[src/rtl/uart_mem_dump.sv]
// uart_mem_dump
//   Program-loader UART transmit side. Reads word_count 32-bit words from a
//   word-addressed sync RAM, starting at address 0. Each word is sent as 4
//   bytes (word[7:0] first), each byte as an 8N1 frame with bit 0 first, so a
//   dump re-loads bit-exactly through the loader's receive side.
// Ports
//   clk, rst_n  : clock, asynchronous active-low reset
//   start       : dump request, sampled only while idle
//   word_count  : number of words to send, latched when start is accepted
//   rd_en       : one-cycle read strobe per word
//   rd_addr     : word address qualified by rd_en (0,1,2,...)
//   rd_data     : read data, valid the cycle after rd_en
//   uart_tx     : serial line, idle high
//   busy        : high whenever the FSM is not idle
//   done        : one-cycle pulse when a dump completes (or word_count==0)
module uart_mem_dump #(
  parameter int CLKS_PER_BIT = 10418,
  parameter int ADDR_W       = 32
) (
  input  logic              clk,
  input  logic              rst_n,
  input  logic              start,
  input  logic [ADDR_W-1:0] word_count,
  output logic              rd_en,
  output logic [ADDR_W-1:0] rd_addr,
  input  logic [31:0]       rd_data,
  output logic              uart_tx,
  output logic              busy,
  output logic              done
);

  localparam int          TW   = $clog2(CLKS_PER_BIT);
  localparam logic [TW-1:0] TMAX = TW'(CLKS_PER_BIT - 1);

  localparam logic [2:0] S_IDLE  = 3'd0;
  localparam logic [2:0] S_FETCH = 3'd1;
  localparam logic [2:0] S_WAIT  = 3'd2;
  localparam logic [2:0] S_START = 3'd3;
  localparam logic [2:0] S_DATA  = 3'd4;
  localparam logic [2:0] S_STOP  = 3'd5;

  logic [2:0]        state;
  logic [TW-1:0]     tmr;
  logic [2:0]        bit_idx;
  logic [1:0]        byte_idx;
  logic [31:0]       sh;      // current word, shifted right one bit per data bit
  logic [ADDR_W-1:0] cnt;     // latched word_count

  always_ff @(posedge clk or negedge rst_n) begin
    if (!rst_n) begin
      state    <= S_IDLE;
      tmr      <= '0;
      bit_idx  <= '0;
      byte_idx <= '0;
      sh       <= '0;
      cnt      <= '0;
      rd_en    <= 1'b0;
      rd_addr  <= '0;
      uart_tx  <= 1'b1;
      busy     <= 1'b0;
      done     <= 1'b0;
    end else begin
      done  <= 1'b0;
      rd_en <= 1'b0;
      case (state)
        S_IDLE: begin
          uart_tx <= 1'b1;
          if (start) begin
            cnt <= word_count;
            if (word_count == '0) begin
              done <= 1'b1;
            end else begin
              state   <= S_FETCH;
              rd_en   <= 1'b1;
              rd_addr <= '0;
              busy    <= 1'b1;
            end
          end
        end
        S_FETCH: state <= S_WAIT;
        // RAM output is valid now; capture it and open the first start bit.
        S_WAIT: begin
          sh       <= rd_data;
          uart_tx  <= 1'b0;
          tmr      <= '0;
          byte_idx <= '0;
          state    <= S_START;
        end
        S_START: begin
          if (tmr == TMAX) begin
            tmr     <= '0;
            uart_tx <= sh[0];
            sh      <= sh >> 1;
            bit_idx <= '0;
            state   <= S_DATA;
          end else begin
            tmr <= tmr + 1'b1;
          end
        end
        S_DATA: begin
          if (tmr == TMAX) begin
            tmr <= '0;
            if (bit_idx == 3'd7) begin
              uart_tx <= 1'b1;
              state   <= S_STOP;
            end else begin
              uart_tx <= sh[0];
              sh      <= sh >> 1;
              bit_idx <= bit_idx + 1'b1;
            end
          end else begin
            tmr <= tmr + 1'b1;
          end
        end
        S_STOP: begin
          if (tmr == TMAX) begin
            tmr <= '0;
            if (byte_idx != 2'd3) begin
              // next byte of the same word follows back-to-back
              byte_idx <= byte_idx + 1'b1;
              uart_tx  <= 1'b0;
              state    <= S_START;
            end else if (rd_addr != cnt - ADDR_W'(1)) begin
              // FETCH + WAIT leave the line high for two extra cycles
              rd_addr <= rd_addr + ADDR_W'(1);
              rd_en   <= 1'b1;
              state   <= S_FETCH;
            end else begin
              state <= S_IDLE;
              busy  <= 1'b0;
              done  <= 1'b1;
            end
          end else begin
            tmr <= tmr + 1'b1;
          end
        end
        default: state <= S_IDLE;
      endcase
    end
  end

endmodule

[config.mk]
export PLATFORM = sky130hd
export DESIGN_NAME = uart_mem_dump
export DESIGN_NICKNAME = d
export VERILOG_FILES = /design/src/rtl/uart_mem_dump.sv
export SDC_FILE = /design/constraint.sdc
export NUM_CORES = 1
export LEC_CHECK = 0
export CORE_ASPECT_RATIO = 2
export CORE_MARGIN = 5
export CORE_UTILIZATION = 30
export DETAILED_ROUTE_END_ITERATION = 6
export GPL_TIMING_DRIVEN = 0
export SLEW_MARGIN = 20
export SYNTH_ARGS = -nofsm -noshare
export SYNTH_HDL_FRONTEND = slang
export SYNTH_SLANG_ARGS = --single-unit
[constraint.sdc]
create_clock -name clk -period 8.95 [get_ports clk]
set_input_delay 1.79 -clock clk [delete_from_list [all_inputs] [get_ports clk]]
set_output_delay 1.79 -clock clk [all_outputs]
set_load 0.1 [all_outputs]
Word level (Yosys, flattened, before mapping) --
Cells that the tools add are included.
Storage, ports and cells: word-level logic and storage cells 105, input port bits 67, bits in registers 122, output and inout port bits 36
Operators by class: reductions and logical operators 17, multiplexer cells 52, equality and inequality tests 20, add/subtract/negate cells 5
Operators with widths (number):
- 32-bit two-way mux | 8
- 32-bit case mux with 3 select lines | 1
- 32-bit case mux with 2 select lines | 1
- 32-bit by 1-bit adder with 32-bit output (second input constant) | 1
- 32-bit logical NOT | 1
- 32-bit inequality test | 1
- 32-bit by 1-bit subtractor with 32-bit output (second input constant) | 1
- 14-bit case mux with 2 select lines | 1
- 3-bit two-way mux | 9
- 2-bit inequality test (second input constant) | 12
- 1-bit two-way mux | 21
- 3-bit case mux with 6 select lines | 1
- 6-bit AND reduction | 3
- 14-bit by 1-bit adder with 14-bit output (second input constant) | 1
- 14-bit == test (second input constant) | 1
- 14-bit two-way mux | 1
- 3-bit == test (second input constant) | 3
- 4-bit AND reduction | 2
- 2-bit nonzero test | 4
- 3-bit by 2-bit == test with 1-bit output (second input constant) | 2
- 2-bit two-way mux | 3
- 1-bit case mux with 2 select lines | 3
- 3-bit case mux with 2 select lines | 1
- 1-bit case mux with 5 select lines | 1
- other kinds (11) | 11

Longest topological paths before layout --
Gate-level depths: netlist of run 1.
depth after elaboration 6, mapped depth 13, mapped depth without buffers 10

Worst setup path before layout of run 1 --
No wires, ideal clock.
path type in2reg, start point input word_count[24], end point register rd_addr[31], stages on the path 6, path slack 5529 ps, data arrival time 3320 ps, data required time 8849 ps, buffers on the path 1, library setup time 101 ps, cells stage by stage nor4_1 -> nand4_1 -> o21ai_0 -> clkbuf_1 -> o211ai_1 -> o31ai_1
On the way: longest elaborated chain between the ends 3
RTL lines:
- start: declaration | RTL line 23 | input logic [ADDR_W-1:0] word_count,
- 32-bit logical NOT | RTL line 70 | if (word_count == '0) begin
- 2-bit inequality test (no source line)
- 6-bit AND reduction (no source line)
- end signal: assignment | RTL line 125 | rd_addr <= rd_addr + ADDR_W'(1);
- end: declaration | RTL line 25 | output logic [ADDR_W-1:0] rd_addr,
No other way between the ends. A chain may end at the register's enable or synchronous reset.

Worst setup path in the final report of run 1 --
start point input word_count[1], end point register rd_addr[31]
Same word-level chain as after synthesis.

==> results of run 1 <==
-- synthesized netlist by cell type (all sizes together) (6+ instances only) --
library cell / n / area, um^2
ha: 7 / 87.6
a21oi: 62 / 310
xnor2: 28 / 245
nor4: 17 / 140
nand2b: 13 / 81.3
nand4: 21 / 131
nand3: 35 / 175
nor2: 65 / 244
mux2: 30 / 338
dfrtp: 121 / 3030
or4: 18 / 139
or3: 18 / 113
nand4b: 6 / 58.8
inv: 9 / 33.8
o31ai: 8 / 60.1
o211ai: 12 / 90.1
xor2: 16 / 140
mux2i: 38 / 380
nor4b: 6 / 52.6
and3: 16 / 100
o21ai: 59 / 295
nor2b: 10 / 62.6
buf: 12 / 100
nor3: 18 / 95.1
clkbuf: 31 / 116
nand2: 60 / 230
-- per-stage QoR --
step | hold slack [ps] | worst slack [ps]
2_1_floorplan | 442 | 5530
3_3_place_gp | 456 | 1020
3_5_place_dp | 469 | 3820
4_1_cts | 482 | 4280
5_1_grt | 503 | 4160
6_report | 479 | 4340
-- worst max-delay path: stages --
cell	delay (ps)
clkdlybuf4s50_1	450
nor4_1	740
nand4_1	350
o21ai_1	810
clkbuf_1	510
o211ai_1	180
o31ai_1	110
-- layer usage --
metal / GRT usage [%] / wire, um / vias up
li1: - / - / 3207
met1: 16.4 / 8180 / 3237
met2: 32.1 / 12700 / 173
met3: 3.95 / 1150 / 57
met4: 8.65 / 966 / 0
met5: 0 / 0 / -
-- cells in the final DEF (no fill, tap or decap), types with 6 or more instances in the layout --
| master | instances |
|---|---|
| dfrtp_1 | 121 |
| clkdlybuf4s50_1 | 101 |
| nor2_1 | 65 |
| a21oi_1 | 62 |
| o21ai_0 | 58 |
| nand2_1 | 58 |
| mux2i_1 | 38 |
| nand3_1 | 35 |
| clkbuf_1 | 32 |
| mux2_2 | 30 |
| xnor2_1 | 28 |
| nand4_1 | 21 |
| or3_1 | 18 |
| or4_1 | 17 |
| nor3_1 | 17 |
| clkbuf_16 | 17 |
| xor2_1 | 16 |
| and3_1 | 16 |
| nand2b_1 | 13 |
| nor4_1 | 13 |
| o211ai_1 | 12 |
| nor2b_1 | 10 |
| inv_1 | 9 |
| o31ai_1 | 8 |
| ha_1 | 7 |
| nor4b_1 | 6 |
-- how the worst min path moves through the flow --
stage                start          end  cells past startpoint
4_1_cts               busy         busy                      1
5_1_grt               busy         busy                      1
2_1_floorplan  byte_idx[1]  byte_idx[1]                      2
6_report              busy         busy                      1
3_3_place_gp   byte_idx[1]  byte_idx[1]                      2
3_5_place_dp          busy         busy                      1
-- flip-flops by register name, indices dropped and copies added, names as in the netlist, 2 cells and up --
register  cells
cnt          32
rd_addr      32
sh           32
tmr          14
bit_idx       3
state         3
byte_idx      2
-- power by group through the flow --
stage	Sequential, W	Clock, W	Combinational (W)
floorplan	0.00105	0	0.000608
global placement	0.000930	0	0.00101
detailed placement	0.000932	0	0.00103
CTS	0.000924	0.000673	0.00104
global route	0.000946	0.000693	0.00112
finish	0.000923	0.000656	0.00103
-- logic make-up after synthesis --
kind of cell | after synthesis
xor+xnor | 44
buf+inv | 52
mux | 68
flops | 122
compound gates | 177
fa+ha+maj | 7
simple gates | 329
-- final cells by class --
cell class              instances  area share, %
well taps                     290           3.88
multi-input cells             625           43.5
clock inverters                10           1.02
flip-flops and latches        122           32.7
inverters                       9          0.362
plain buffers                  43           2.32
repair buffers                103           11.3
clock buffers                  20           4.89
==> run summary, run 1 <==
Origin of the critical flop-to-flop path: cnt[3]
Total wire length: 23000 um
Antenna cells: 0
Port Buffer Count: 102
Worst setup SP type: input port
Clock Skews: 14.3 ps
RSZ-0062 raised after global routing: no
Vias in the first global route: 6885
Critical path required time: 9280 ps
I/O pins: 103
Post-synthesis net count: 873
Main combinational cell family by area after synthesis: simple AND/OR/NAND/NOR gates
Pwr dens: 279 nW/um^2
Cell area after synthesis: 7370 um^2
Final hold vios: 0
Post-synthesis compound-gate area fraction: 14.1%
R2r setup slk: 4980 ps
Clock share of power: 25.1%
Sw frac: 41.6%
Worst Path Max Fanout: 10
Worst r2r path cells: 12
Synthesis-to-layout area growth: 26.7%
Global-route wire length before repair: 36500 um
Final Cell Area: 9340 um^2
Initial antenna violation count: 0
Max Slew Vio Count: 0
Hold_buf cts: 0
Synth Area in Adders: 1.19%
DP Wirelength: 17600 um
Vias per inst: 5.46
Top FF cell, synth: dfrtp_1
Clk sinks: 122
Ratio of cells with drive above 1 in the final layout: 9.01%
Clock-pin slew on the worst setup and hold paths: 60 ps
Clock latency on the worst-skew pair: 440 ps
Critical Path AT: 4950 ps
Post-synth EDFFs: 0
Capture point of the worst reg-to-reg path: busy
Routed len/inst: 18.8 um
Final period util: 51.5%
Die area: 28000 um^2
Max cap viols: 0
Leakage: 3.74 nW
CORE AREA: 24300 um^2
XOR/XNOR share of the synthesized area: 5.23%
Total global routing overflow: 0
FFs w/ async S/R, synth: 100%
Number of DRC markers in iteration 0: 305
CTS HTree Levels: 4
Logic pwr share: 39.5%
Netlist cell types: 68
Fin nets: 995
Final Core Density: 38.4%
Number of cells produced by synthesis: 799
Status: finished, final reports clean
Post-synthesis sequential area ratio: 41.4%
Power, Total: 0.00261 W
Residual DRC count: 0
TritonCTS clock tree: done
Final min period: 4610 ps
Initial Util: 30.3%
Worst-Margin Slew: 1070 ps
NetSw: 0.00109 W
Detailed Routing Iterations Pass 1: 4
# setup viols final: 0
Worst Setup SP: word_count[1]
Post-CTS Resized: 0
Ys Warns: 0
Flop pwr share: 35.4%
Register bit count reported by yosys: 122
RD Place Congestion: 0.911
Setup TNS Final: 0 ps
Fillcell total: 2461
Via Count: 6674
Worst setup EP type: flop
Register area: 3050 um^2
Peak supply drop: 0.169 mV
Placed Cells: 1192
FMAX: 217 MHz
Crit path to: rd_addr[31]
DP Area: 8790 um^2
Die height: 232 um
Total GRT Usage: 16.8%
Maximum clock insertion buffer count: 2
Antenna-violating nets left: 0
Die X: 121 um
Mux cell area share after synthesis: 9.74%
Area of the multi-input gates: 4070 um^2
Slew Limit Headroom: 28.4%
Tightest Hold Check Type: flop to flop
Largest net degree at the start of global routing: 85
Pint: 0.00152 W
Final cell count without fillers: 1222
Clock root cell: clkbuf_16
Post-CTS Setup Bufs: 0
Synthesized area per cell: 9.23 um^2
Site row count: 81
Num CTS Buffers: 17
Critical path type: input port to flop
Synth Area in Simple Gates: 24.9%
Note: power is estimated with default switching activity, not from simulation.
==> run 2: changes to the inputs <==
Clock period 8.95 ns to 4.78 ns, I/O delays scaled along.
==> results of run 2 <==
Same layout as run 1 (identical final DEF). Status: finished, final reports clean.
Main changes from that run: setup slack after placement 3820 ps -> 488 ps; setup slack after layout 4340 ps -> 806 ps; hold slack 479 ps -> 390 ps; start point of the critical path word_count[1] -> cnt[3]; end point of the critical path rd_addr[31] -> busy; register-to-register setup slack 4980 ps -> 810 ps; total power 0.00261 W -> 0.00489 W; worst IR drop on VDD 0.169 mV -> 0.317 mV
==> run 3: changes to the inputs <==
Clock period 4.78 ns to 4.1 ns, I/O delays scaled along.
==> run 3 against run 2 <==
Net effect: worst hold slack got worse by 140 ps; utilization about the same; final cell count unchanged; clock power increased by 16%; die area unchanged; non-clock buffer count unchanged; largest power group unchanged; highest routed layer unchanged.
==> run summary, run 3 (synthesized netlist as in run 1, its figures left out) <==
Clock share of power: 25.1%
Most frequent cells in the layout: 121 x dfrtp_1, 101 x clkdlybuf4s50_1, 65 x nor2_1
Tightest Hold Check Type: input port to async pin
Antenna-violating nets left: 0
Met3 Track Usage GR: 3.95%
Worst-Margin Slew: 1070 ps
Vias in the first global route: 6885
Capture point of the worst reg-to-reg path: busy
CORE AREA: 24300 um^2
Clock latency on the worst-skew pair: 440 ps
Maximum clock insertion buffer count: 2
Slew Limit Headroom: 28.4%
Port Buffer Count: 102
Initial Util: 30.3%
M2 GR Usage: 32.1%
Worst Path Max Fanout: 10
Max Slew Vio Count: 0
Largest net degree at the start of global routing: 85
Via Count: 6674
Leakage: 3.74 nW
Critical path required time: 4430 ps
# setup viols final: 0
TritonCTS clock tree: done
Worst setup SP type: flop
Pint: 0.00333 W
Number of DRC markers in iteration 0: 320
Die height: 232 um
R2r setup slk: 240 ps
Global-route wire length before repair: 36500 um
Peak supply drop: 0.370 mV
CTS HTree Levels: 4
Die area: 28000 um^2
Die X: 121 um
Post-CTS Setup Bufs: 0
Origin of the critical flop-to-flop path: cnt[0]
Smallest hold slack: 253 ps
Num CTS Buffers: 17
Sw frac: 41.6%
Detailed Routing Iterations Pass 1: 4
Ratio of cells with drive above 1 in the final layout: 9.12%
Placed Cells: 1192
Power, Total: 0.00570 W
Routed len/inst: 18.9 um
Critical path type: flop to flop
Clk sinks: 122
Synthesis-to-layout area growth: 26.8%
DP Wirelength: 17600 um
Commonest non-fill, non-tap cell in the layout: dfrtp_1
Clock Skews: 16.4 ps
Residual DRC count: 0
Fin nets: 995
GR peak layer: met2
Final hold vios: 0
Clock root cell: clkbuf_16
RSZ-0062 raised after global routing: no
Status: finished, final reports clean
GR Util met1: 16.4%
Worst setup EP type: flop
Final min period: 3860 ps
I/O pins: 103
Site row count: 81
Antenna cells: 0
Total wire length: 23100 um
Clock-pin slew on the worst setup and hold paths: 60 ps
Total GRT Usage: 16.8%
Pwr dens: 610 nW/um^2
Final cell count without fillers: 1222
Worst r2r path cells: 13
Max cap viols: 0
Fillcell total: 2462
FMAX: 259 MHz
Initial antenna violation count: 0
Flop pwr share: 35.4%
RD Place Congestion: 0.911
Vias per inst: 5.46
NetSw: 0.00237 W
Critical Path AT: 4180 ps
Final period util: 94.1%
Total global routing overflow: 0
Logic pwr share: 39.5%
Top Registers: cnt x32, rd_addr x32, sh x32
## run 3: final cells by class
class | instances | area (um^2) | area share, %
Sequential cell | 122 | 3050 | 32.7
Multi-Input combinational cell | 625 | 4070 | 43.6
Clock inverter | 10 | 95.1 | 1.02
Buffer | 43 | 216 | 2.32
Clock buffer | 20 | 457 | 4.89
Tap cell | 290 | 363 | 3.88
Inverter | 9 | 33.8 | 0.361
Timing Repair Buffer | 103 | 1050 | 11.3
## run 3: what timing repair did
action                     CTS  global route
resized for setup            0             1
setup endpoints to repair    0            31
hold buffers                 0             0
## run 3: per-layer routing
metal	wire [um]	share of wire (%)	up-vias
met5	0	0	-
met2	12800	55	179
li1	-	-	3211
met3	1200	5.2	56
met4	973	4.2	0
met1	8130	35	3228
## run 3: worst max path at each step
stage                        from          end  slack, ps  cells past startpoint
finish                     cnt[0]         busy        240                     13
global route               cnt[4]  rd_addr[29]         40                     10
CTS                        cnt[3]         busy        160                     12
detailed placement  word_count[1]        rd_en        -60                      6
global placement            rst_n       cnt[7]      -2860                      1
floorplan             rd_addr[12]         busy        830                     11
## run 3: metrics by stage
step                      TNS (ps)  worst slack [ps]  utilization [%]  instance area (um^2)
final                            0               241             38.4                  9350
after global routing             0              40.6             38.4                  9350
after CTS                        0               156             38.4                  9340
after detailed placement      -109             -55.5             36.1                  8790
after global placement     -347610             -2860             36.0                  8760
after floorplan                  0               827                -                  7370
## run 3: worst max-delay path, stage by stage, from the launching register on
cell	delay (ps)
dfrtp_1	450
inv_1	100
ha_1	200
nor3b_2	390
nand4b_2	320
or3_1	440
o31a_1	310
or4_4	490
nor3_2	290
buf_4	240
buf_8	150
buf_12	130
nand2_2	50
a21o_1	170
## run 3: power by group through the flow
| stage | Clock (W) | Sequential [W] | Combinational [W] |
|---|---|---|---|
| 2_1_floorplan | 0 | 0.00229 | 0.00133 |
| 3_3_place_gp | 0 | 0.00203 | 0.00222 |
| 3_5_place_dp | 0 | 0.00204 | 0.00226 |
| 4_1_cts | 0.00147 | 0.00202 | 0.00226 |
| 5_1_grt | 0.00151 | 0.00207 | 0.00246 |
| 6_report | 0.00143 | 0.00202 | 0.00225 |
